File: src/rtl/vedic_mac_seq.sv
// vedic_mac_seq: sequential Urdhva-Tiryagbhyam multiplier / multiply-accumulate.
// WIDTH-bit unsigned operands are split into 4-bit digits. One digit pair is
// multiplied per cycle by a single shared 4x4 Vedic core. The shifted partial
// product is added into a working sum that is one bit wider than the
// accumulator, and that extra bit becomes the per-operation overflow flag.
module vedic_mac_seq #(
    parameter int WIDTH = 8,
    parameter int GUARD = 4
) (
    input  logic                       clk,
    input  logic                       rst_n,
    input  logic                       in_valid,
    output logic                       in_ready,
    input  logic [WIDTH-1:0]           in_a,
    input  logic [WIDTH-1:0]           in_b,
    input  logic                       in_mac,
    output logic                       out_valid,
    input  logic                       out_ready,
    output logic [2*WIDTH+GUARD-1:0]   out_result,
    output logic                       out_ovf
);

    localparam int ACC_W = 2 * WIDTH + GUARD;
    localparam int D     = WIDTH / 4;
    localparam int DW    = (D > 1) ? $clog2(D) : 1;

    localparam logic [DW-1:0] LAST_DIG = DW'(D - 1);
    localparam logic [DW-1:0] ONE_DIG  = DW'(1'b1);
    localparam logic [DW-1:0] ZERO_DIG = {DW{1'b0}};

    typedef enum logic [1:0] {
        S_IDLE = 2'd0,
        S_BUSY = 2'd1,
        S_DONE = 2'd2
    } state_t;

    // 4x4 Urdhva-Tiryagbhyam core: vertical-and-crosswise column sums with
    // ripple of the column carries, giving the 8-bit digit product.
    function automatic logic [7:0] vedic4x4(input logic [3:0] a, input logic [3:0] b);
        logic [3:0] col;
        logic [3:0] carry;
        logic [4:0] s;
        logic [7:0] p;
        carry = 4'd0;
        p     = 8'd0;
        for (int n = 0; n < 7; n++) begin
            col = 4'd0;
            for (int i = 0; i < 4; i++) begin
                for (int j = 0; j < 4; j++) begin
                    if (i + j == n) begin
                        col = col + {3'b000, a[i] & b[j]};
                    end else begin
                        col = col;
                    end
                end
            end
            s     = {1'b0, col} + {1'b0, carry};
            p[n]  = s[0];
            carry = s[4:1];
        end
        p[7] = carry[0];
        return p;
    endfunction

    state_t             state_q, state_d;
    logic [WIDTH-1:0]   a_q, a_d;
    logic [WIDTH-1:0]   b_q, b_d;
    logic [DW-1:0]      i_q, i_d;       // multiplicand digit index (k % D)
    logic [DW-1:0]      j_q, j_d;       // multiplier digit index   (k / D)
    logic [ACC_W:0]     sum_q, sum_d;   // MSB catches the carry out of ACC_W
    logic [ACC_W-1:0]   result_q, result_d;
    logic               ovf_q, ovf_d;

    logic [3:0]         a_dig_s;
    logic [3:0]         b_dig_s;
    logic [7:0]         pp_s;
    logic [DW:0]        dsum_s;
    logic [ACC_W:0]     pp_shift_s;

    // Current digit pair, its product from the shared core, and its weight 16^(i+j).
    assign a_dig_s    = 4'(a_q >> {i_q, 2'b00});
    assign b_dig_s    = 4'(b_q >> {j_q, 2'b00});
    assign pp_s       = vedic4x4(a_dig_s, b_dig_s);
    assign dsum_s     = {1'b0, i_q} + {1'b0, j_q};
    assign pp_shift_s = {{(ACC_W + 1 - 8){1'b0}}, pp_s} << {dsum_s, 2'b00};

    // Handshake flags are decoded from the state register only.
    assign in_ready   = (state_q == S_IDLE);
    assign out_valid  = (state_q == S_DONE);
    assign out_result = result_q;
    assign out_ovf    = ovf_q;

    // Next-state and datapath update: accept, digit-pair accumulation, handoff.
    always_comb begin
        state_d  = state_q;
        a_d      = a_q;
        b_d      = b_q;
        i_d      = i_q;
        j_d      = j_q;
        sum_d    = sum_q;
        result_d = result_q;
        ovf_d    = ovf_q;
        case (state_q)
            S_IDLE: begin
                if (in_valid) begin
                    state_d = S_BUSY;
                    a_d     = in_a;
                    b_d     = in_b;
                    i_d     = ZERO_DIG;
                    j_d     = ZERO_DIG;
                    sum_d   = in_mac ? {1'b0, result_q} : {(ACC_W + 1){1'b0}};
                end else begin
                    state_d = S_IDLE;
                end
            end
            S_BUSY: begin
                sum_d = sum_q + pp_shift_s;
                if ((i_q == LAST_DIG) && (j_q == LAST_DIG)) begin
                    state_d  = S_DONE;
                    result_d = sum_d[ACC_W-1:0];
                    ovf_d    = sum_d[ACC_W];
                end else if (i_q == LAST_DIG) begin
                    i_d = ZERO_DIG;
                    j_d = j_q + ONE_DIG;
                end else begin
                    i_d = i_q + ONE_DIG;
                end
            end
            S_DONE: begin
                if (out_ready) begin
                    state_d = S_IDLE;
                end else begin
                    state_d = S_DONE;
                end
            end
            default: begin
                state_d = S_IDLE;
            end
        endcase
    end

    // State and datapath registers; asynchronous reset aborts any operation.
    always_ff @(posedge clk or negedge rst_n) begin
        if (!rst_n) begin
            state_q  <= S_IDLE;
            a_q      <= {WIDTH{1'b0}};
            b_q      <= {WIDTH{1'b0}};
            i_q      <= ZERO_DIG;
            j_q      <= ZERO_DIG;
            sum_q    <= {(ACC_W + 1){1'b0}};
            result_q <= {ACC_W{1'b0}};
            ovf_q    <= 1'b0;
        end else begin
            state_q  <= state_d;
            a_q      <= a_d;
            b_q      <= b_d;
            i_q      <= i_d;
            j_q      <= j_d;
            sum_q    <= sum_d;
            result_q <= result_d;
            ovf_q    <= ovf_d;
        end
    end

endmodule

File: config.mk
export PLATFORM = sky130hd
export DESIGN_NAME = vedic_mac_seq
export DESIGN_NICKNAME = d
export VERILOG_FILES = /design/src/rtl/vedic_mac_seq.sv
export SDC_FILE = /design/constraint.sdc
export NUM_CORES = 1
export LEC_CHECK = 0
export ABC_AREA = 1
export CELL_PAD_IN_SITES_DETAIL_PLACEMENT = 1
export CELL_PAD_IN_SITES_GLOBAL_PLACEMENT = 1
export CORE_MARGIN = 1.5
export CORE_UTILIZATION = 45
export DETAILED_ROUTE_END_ITERATION = 10
export PLACE_DENSITY = 0.87
export SLEW_MARGIN = 20
export SYNTH_ARGS = -nofsm -noshare
export SYNTH_HDL_FRONTEND = slang
export SYNTH_SLANG_ARGS = --single-unit
File: constraint.sdc
create_clock -name clk -period 16.4 [get_ports clk]
set_input_delay 4.92 -clock clk [delete_from_list [all_inputs] [get_ports clk]]
set_output_delay 4.92 -clock clk [all_outputs]
set_load 0.01 [all_outputs]
==> results of run 1 <==
-- path summary, 6_finish.rpt --
kind / end / slack [ns] / cells past startpoint
hold reg to reg: a_q[2]$_DFFE_PN0P_ / 0.48 / 2
min in group asynchronous: sum_q[20]$_DFFE_PN0P_ / 4.72 / 2
hold / removal: a_q[2]$_DFFE_PN0P_ / 0.48 / 2
setup / recovery: out_result[15]$_DFFE_PN0P_ / 9.19 / 25
setup reg to reg: out_result[15]$_DFFE_PN0P_ / 9.19 / 25
max in group asynchronous: a_q[5]$_DFFE_PN0P_ / 11.13 / 2
-- sequential cells by signal (all words and copies together) (netlist names) --
name,count
out_result,20
sum_q,21
j_q,1
state_q,2
out_ovf,1
a_q,8
b_q,8
i_q,1
-- metal layers --
metal,GRT usage,up-vias
met5,0,-
met4,0.127,0
met3,0.0346,28
met2,0.502,82
met1,0.347,2152
li1,-,2123
-- through the flow --
stage	cells	setup slack, ns	area [um2]
6_report	819	9.19	5200
5_1_grt	819	8.79	5200
4_1_cts	819	9.19	5200
3_5_place_dp	803	9.19	5000
3_3_place_gp	803	9.46	5000
2_1_floorplan	642	9.86	4480
-- synthesized netlist by cell type, types with 2 or more instances --
cell type,count,share of area
and2_1,2,0.0028
a31oi_1,5,0.0070
nor2_4,5,0.013
nand3_1,49,0.055
xor2_1,2,0.0039
o21bai_1,3,0.0050
xnor2_1,5,0.0098
nand4_1,5,0.0070
a32oi_1,7,0.014
buf_2,10,0.011
or2_2,9,0.013
clkbuf_1,4,0.0033
ha_1,25,0.070
dfrtp_1,62,0.35
fa_1,9,0.040
inv_2,6,0.0050
a21oi_1,18,0.020
nor3_1,4,0.0045
o31ai_1,2,0.0033
o21a_1,2,0.0033
o21ai_0,16,0.018
nand2_1,247,0.21
inv_1,67,0.056
nor2_1,53,0.044
nand3b_1,3,0.0050
mux2i_1,4,0.0089
o21ai_1,7,0.0078
-- cells in the final DEF (no fill, tap or decap), types with 3 or more instances in the layout --
| cell | instances |
|---|---|
| a32oi_1 | 7 |
| o21ai_1 | 7 |
| nor2_1 | 53 |
| xnor2_1 | 5 |
| clkbuf_8 | 11 |
| o21bai_1 | 3 |
| nand3b_1 | 3 |
| a31oi_1 | 5 |
| ha_1 | 25 |
| mux2i_1 | 4 |
| or2_2 | 9 |
| a21oi_1 | 18 |
| o21ai_0 | 16 |
| nand3_1 | 49 |
| nor2_4 | 5 |
| clkdlybuf4s50_1 | 42 |
| inv_2 | 6 |
| dfrtp_1 | 62 |
| fa_1 | 9 |
| nand4_1 | 5 |
| nand2_1 | 247 |
| inv_1 | 67 |
| nor3_1 | 4 |
-- cell type report --
type                       count  area share
multi-input combinational    489       0.494
sequential                    62       0.298
timing repair buffer          44      0.0832
inverter                      75      0.0546
tap                          133      0.0320
clock buffer                  13      0.0305
clock inverter                 3     0.00817
-- worst max-delay path, cell delays in order, from the launching register on --
cell     delay, ns
dfrtp_1       0.49
mux2i_1       0.42
nor2_1        0.10
ha_1          0.21
fa_1          0.48
ha_1          0.21
ha_1          0.30
fa_1          0.53
fa_1          0.46
fa_1          0.44
ha_1          0.21
fa_1          0.49
inv_1         0.05
fa_1          0.41
fa_1          0.47
or2_2         0.31
o21ai_0       0.16
ha_1          0.31
nand2_1       0.12
inv_1         0.06
a21oi_2       0.27
inv_1         0.07
a21oi_1       0.21
nand3_1       0.14
nand3_1       0.11
nand2_1       0.06
-- cells by family (layout without fill, tap and decap cells) --
family                     Yosys count  count (layout)
AOI/OAI and AO/OA                   65              65
buffers and inverters               91             135
DFF                                 62              62
and+or+nand+nor                    379             379
xor gates and xnor gates             7               7
muxes                                4               4
adders and majority gates           34              34
==> results.ini, run 1 <==
[detailed_routing]
wl_per_cell_um=17.2
drc=0
vias=4385
wl_met3_um=410
drt_iter0_drc=167
drt_wl_total_um=14100
dr_wl_met2_um=7030
via_per_inst=5.35
dr.pass1.iters=4
highest_layer=met4
wl_met1_um=6240
ant_nets=0

[clock_tree]
path_clk_slew_ns=0.07
ctsHoldBuffers=0
cts_root_buf=clkbuf_8
cts-resized-gates=0
cts_made_buffers=9
cts.path.max_buffers=2
cts_max_level=3
cts_setup_buffers=0
cts_tree=yes
clock-sinks=62
clock_latency_ns=0.36

[final_layout]
final_util=0.535
drive_gt1_frac=0.0583
multiInputGateArea_um2=2570
diodes=0
nets=736
regArea_um2=1550
syn_to_final_growth_pct=16.1
fillCellCount=1298

[sta]
finalSetupViolCount=0
setup_tns_ns=0
period_minus_slack_ns=7.21
tightest_slew_ns=0.874
drv_slew=0
timing.slew.headroom=0.416
rsz0062_at_grt=no
fmax_mhz=139
fin_skew_ns=0.00913
hold_viol_final=0
fin_crit_sh=0.439
hold_ws_ns=0.479

[global_routing]
grt_pass1_wl_um=22200
grt.overflow.total=0
gr-usage-all-layers=0.284
grt_pass1_vias=4475
grt_max_degree=63
antenna_found_initial=0

[setup_path]
start_kind=flop
path_max_fanout=7
worstSetupPathType=flop to flop
worst_ep_arrival_time_ns=7.46
required_ns=16.65
r2r-start=i_q$_DFFE_PN0P_
crit_path_start=i_q$_DFFE_PN0P_
critPathCaptureType=flop

[worst_hold_path]
min_path_type=flop to flop
holdCritStartpoint=a_q[2]$_DFFE_PN0P_

[synthesis]
synthesis.instances=642
synth.yosys.warnings=0
synth_adder_area_share=0.110
seq_area_frac_synth=0.346
synth_top_flop_cell=dfrtp_1
synth_xor_xnor_area_share=0.0137
synthMuxAreaShare=0.00893
synth-edff-count=0
synth_area_per_cell_um2=6.98
synth-seq-cells=62
synth_cell_types=38
synth_area_um2=4480
syn_nets=697
ys_async_sr_fraction=1.00
synthSimpleGateAreaFrac=0.353
synth_compound_area_frac=0.0873
synth_top_family_by_area=simple AND/OR/NAND/NOR gates

[placed_design]
gp_congestion=0.942
portBuffers=43
hpwl_um=10600

[floorplanning]
initial_core_util=0.461
io_pins=44
die_w_um=103
die_h_um=103
fp.dieArea_um2=10600
core.rowCount=36
coreArea_um2=9730

[outcome]
outcome=completed

[run]
maxCapViolations=0

Power of run 1 is not shown: default switching activity piles up to over one toggle a cycle in this logic, so the estimate is an artifact.
==> run 2, diff against run 1 <==
- CORE_UTILIZATION: 45 -> 38
- PLACE_DENSITY: 0.87 -> 0.78
- clock period: 16.4 -> 6 ns (I/O delays scaled with it)
==> results.ini, run 2 (synthesis gave the netlist of run 1 again) <==
[outcome]
outcome=finished, violations left
violations=setup timing

[detailed_routing]
ant_nets=0  ; unchanged
vias=4903  ; +12%
via_per_inst=5.50  ; +2.7%
wl_met3_um=798  ; +95%
dr_wl_met2_um=9260  ; +32%
wl_met1_um=6840  ; +9.7%
highest_layer=met4
dr.pass1.iters=5  ; +1
drt_iter0_drc=303  ; +81%
wl_per_cell_um=20.0  ; +16%
drt_wl_total_um=17800  ; +27%
drc=0  ; unchanged

[setup_path]
cpPeakStageDelay_ns=0.57  ; +0.04 ns
crit_cells=27  ; +8.0%
cp_slowest_cell=fa_2
worstSetupPathType=flop to flop
cp.buffers_inverters=3  ; unchanged
critPathCaptureType=flop
critPathTopFamily=adder cells
start_kind=flop
critPathMostFrequentCell=fa_1
r2r_cells=27  ; +8.0%
worst_ep_arrival_time_ns=6.82  ; -0.64 ns
ff2ff_setup_slack_ns=-0.53  ; -9.73 ns
path_max_fanout=5  ; -2
required_ns=6.29  ; -10.36 ns

[clock_tree]
cts_max_level=3  ; unchanged
cts.path.max_buffers=2  ; unchanged
cts_tree=yes
ctsHoldBuffers=0  ; unchanged
path_clk_slew_ns=0.06  ; about the same
cts_made_buffers=9  ; unchanged
clock-sinks=62  ; unchanged
clock_latency_ns=0.35  ; about the same
cts_root_buf=clkbuf_16

[final_layout]
final_common_cell=nand2_1
multiInputGateArea_um2=3220  ; +25%
drive_gt1_frac=0.308  ; +0.250
regArea_um2=1550  ; +0.16%
fillCellCount=1404  ; +8.2%
mostFrequentLayoutCells=nand2_1, dfrtp_1, inv_1, buf_4, clkdlybuf4s50_1
fin_area_um2=6480  ; +25%
largest_register_ffs=21  ; unchanged
regMostFlops=sum_q
nets=799  ; +8.6%
diodes=0  ; unchanged
syn_to_final_growth_pct=44.6

[floorplanning]
die_h_um=112  ; +8.6%
core.rowCount=39  ; +8.3%
initial_core_util=0.391  ; -0.0699
die_w_um=112  ; +8.6%
io_pins=44  ; unchanged
fp.dieArea_um2=12500  ; +18%
coreArea_um2=11500  ; +18%

[global_routing]
grt_max_degree=36  ; -43%
antenna_found_initial=0  ; unchanged
grt_pass1_wl_um=25300  ; +14%
grt.overflow.total=0  ; unchanged
gr-usage-all-layers=0.257  ; -0.0270
grt_pass1_vias=5161  ; +15%

[placed_design]
placed_area_um2=5390  ; +7.8%
portBuffers=43  ; unchanged
hpwl_um=11000  ; +3.8%
gp_congestion=0.903  ; -4.1%

[sta]
hold_viol_final=0  ; unchanged
drv_slew=0  ; unchanged
fmax_mhz=153  ; +10%
rsz0062_at_grt=yes
finalSetupViolCount=29  ; +29
layout_setup_ws_ns=-0.533  ; -9.73 ns
tightest_slew_ns=0.867  ; -0.00641 ns
fin_crit_sh=1.09  ; +0.649
timing.slew.headroom=0.420  ; +0.00428
period_minus_slack_ns=6.53  ; -0.672 ns
fin_skew_ns=0.00674  ; -0.00239 ns

[worst_hold_path]
min_path_type=flop to flop
min_path_cells=2  ; unchanged

[run]
maxCapViolations=0  ; unchanged

==> run 2: cell types whose count changed in the layout (fill, tap and decap cells not counted), sizes merged <==
cell / change
bufinv: -1
buf: +63
clkbuf: -2
clkinvlp: +3
==> run 2: tightest hold or removal path, stage by stage, from the launching register on <==
cell and delay, ns:
dfrtp_1 0.34, nand2_1 0.06, nand2_1 0.05
==> run 2: repair_timing <==
action / 4_1_cts / 5_1_grt
resized for setup: 74 / 89
buffers inserted: 11 / 10
setup endpoints to repair: 29 / 31
pin swaps: 35 / 32
==> run 2: path summary, 6_finish.rpt <==
kind	start	to
hold / removal	out_ovf$_DFFE_PN0P_	out_ovf$_DFFE_PN0P_
setup reg to reg	j_q$_DFFE_PN0P_	sum_q[9]$_DFFE_PN0P_
hold reg to reg	out_ovf$_DFFE_PN0P_	out_ovf$_DFFE_PN0P_
min in group asynchronous	rst_n	sum_q[7]$_DFFE_PN0P_
max in group asynchronous	rst_n	j_q$_DFFE_PN0P_
setup / recovery	j_q$_DFFE_PN0P_	sum_q[9]$_DFFE_PN0P_
==> run 2: area by class of cell <==
type                    count  area share
well taps                 143      0.0276
inverters                  75      0.0457
clock buffers              11      0.0374
flip-flops and latches     62       0.240
clock inverters             5     0.00540
repair buffers            107       0.148
multi-input cells         489       0.496
==> run 2: stage by stage <==
step,TNS (ns),std cells,hold slack (ns),setup slack [ns],util
floorplan,-0.0539,642,0.434,-0.0295,-
global placement,-5.78,855,0.457,-0.302,0.470
detailed placement,-11.61,855,0.477,-0.541,0.470
CTS,-6.83,882,0.491,-0.321,0.526
global route,-17.47,892,0.518,-0.680,0.565
finish,-12.10,892,0.486,-0.533,0.565
==> run 2: routing by layer <==
metal	up-vias	global-route usage
met2	184	0.457
met3	61	0.0468
met4	0	0.131
met1	2405	0.294
li1	2253	-
met5	-	0
Power of run 2 is left out for the same reason.
==> run 3, diff against run 2 <==
- CORE_UTILIZATION: 38 -> 40
- PLACE_DENSITY: 0.78 -> 0.79
- clock period: 6 -> 7.4 ns (I/O delays scaled with it)
==> results.ini, run 3 (synthesis gave the netlist of run 1 again) <==
[final_layout]
final_util=0.478  ; -0.0869
syn_to_final_growth_pct=16.2
regMostFlops=sum_q
mostFrequentLayoutCells=nand2_1, inv_1, dfrtp_1, nor2_1, nand3_1
diodes=0  ; unchanged
nets=736  ; -7.9%
instances_no_fill=826  ; -7.4%
final_common_cell=nand2_1
drive_gt1_frac=0.0685  ; -0.240
largest_register_ffs=21  ; unchanged

[floorplanning]
die_h_um=109  ; -2.5%
fp.dieArea_um2=11900  ; -4.9%
coreArea_um2=10900  ; -5.1%
die_w_um=109  ; -2.5%
initial_core_util=0.412  ; +0.0208
io_pins=44  ; unchanged
core.rowCount=38  ; -2.6%

[detailed_routing]
via_per_inst=5.17  ; -5.9%
drt_iter0_drc=208  ; -31%
wl_per_cell_um=16.7  ; -16%
drt_wl_total_um=13800  ; -23%
ant_nets=0  ; unchanged
drc=0  ; unchanged
dr.pass1.iters=4  ; -1
vias=4273  ; -13%

[sta]
hold_ws_ns=0.472  ; -0.0140 ns
tightest_slew_ns=0.834  ; -0.0333 ns
rsz0062_at_grt=no
setup_tns_ns=0  ; +12.10 ns
fin_crit_sh=0.953  ; -0.136
timing.slew.headroom=0.444  ; +0.0236
period_minus_slack_ns=7.05  ; +0.520 ns
fin_skew_ns=0.0105  ; +0.00379 ns
fmax_mhz=142  ; -7.4%
hold_viol_final=0  ; unchanged
drv_slew=0  ; unchanged
finalSetupViolCount=0  ; -100%

[clock_tree]
cts.path.max_buffers=2  ; unchanged
cts_root_buf=clkbuf_8
cts_setup_buffers=0  ; -11
cts_made_buffers=9  ; unchanged
clock-sinks=62  ; unchanged
cts_tree=yes
path_clk_slew_ns=0.08  ; +0.02 ns
clock_latency_ns=0.36  ; about the same
cts_max_level=3  ; unchanged

[placed_design]
portBuffers=43  ; unchanged
dpl.cell_count=810  ; -5.3%
gp_congestion=0.896  ; -0.83%
hpwl_um=10500  ; -5.1%

[worst_hold_path]
min_path_type=flop to flop

[setup_path]
path_max_fanout=7  ; +2
required_ns=7.65  ; +1.36 ns
worst_ep_arrival_time_ns=7.30  ; +0.48 ns
critPathCaptureType=flop
worstSetupPathType=flop to flop
start_kind=flop

[global_routing]
grt_pass1_vias=4642  ; -10%
grt_max_degree=63  ; +75%
grt.overflow.total=0  ; unchanged
antenna_found_initial=0  ; unchanged
grt_pass1_wl_um=22700  ; -10%
gr-usage-all-layers=0.253  ; -0.00386

[run]
maxCapViolations=0  ; unchanged

[outcome]
outcome=completed

run 3: what timing repair did:
item                                    4_1_cts  5_1_grt
hold buffers                                  0        0
endpoints found under the setup margin        0       18
resized for setup                             0        9
run 3: cell type report:
cell class                      count  area (um2)
Tap cell                          140         175
Clock inverter                      4        22.5
Inverter                           75         284
Timing Repair Buffer               44         433
Fill cell                        1435        5680
Sequential cell                    62        1550
Multi-Input combinational cell    489        2590
Clock buffer                       12         145
run 3: metrics by stage:
stage	instance area, um2	worst slack, ns
CTS	5180	0.196
floorplan	4480	0.856
detailed placement	5010	0.181
global placement	5010	0.424
finish	5210	0.348
global route	5210	0.0374
run 3: path summary, 6_finish.rpt:
| check | cells past startpoint | startpoint | endpoint | slack, ns |
|---|---|---|---|---|
| setup reg to reg | 25 | i_q$_DFFE_PN0P_ | sum_q[15]$_DFFE_PN0P_ | 0.35 |
| max in group asynchronous | 2 | rst_n | j_q$_DFFE_PN0P_ | 4.75 |
| min in group asynchronous | 2 | rst_n | out_result[7]$_DFFE_PN0P_ | 2.04 |
| hold reg to reg | 2 | b_q[6]$_DFFE_PN0P_ | b_q[6]$_DFFE_PN0P_ | 0.47 |
| hold / removal | 2 | b_q[6]$_DFFE_PN0P_ | b_q[6]$_DFFE_PN0P_ | 0.47 |
| setup / recovery | 25 | i_q$_DFFE_PN0P_ | sum_q[15]$_DFFE_PN0P_ | 0.35 |
run 3: worst max-delay path, cell delays in order (launching register included):
cell	delay, ns
dfrtp_2	0.47
mux2i_2	0.32
nor2_1	0.09
ha_1	0.22
fa_1	0.48
ha_1	0.21
ha_1	0.30
fa_1	0.53
fa_1	0.47
fa_1	0.45
ha_1	0.20
fa_1	0.49
inv_1	0.05
fa_1	0.42
fa_1	0.48
or2_2	0.33
o21ai_1	0.18
ha_1	0.32
nand2_1	0.14
inv_1	0.07
a21oi_2	0.23
inv_1	0.08
a21oi_1	0.17
nand3_1	0.11
nand3_1	0.10
nand2_1	0.06
run 3: metal layers:
layer  track usage  up-vias  wire (um)
met4        0.0883        0        316
li1              -     2122          -
met5             0        -          0
met3        0.0377       27        293
met2         0.457       59       7000
met1         0.303     2065       6180
Power of run 3 is left out for the same reason.
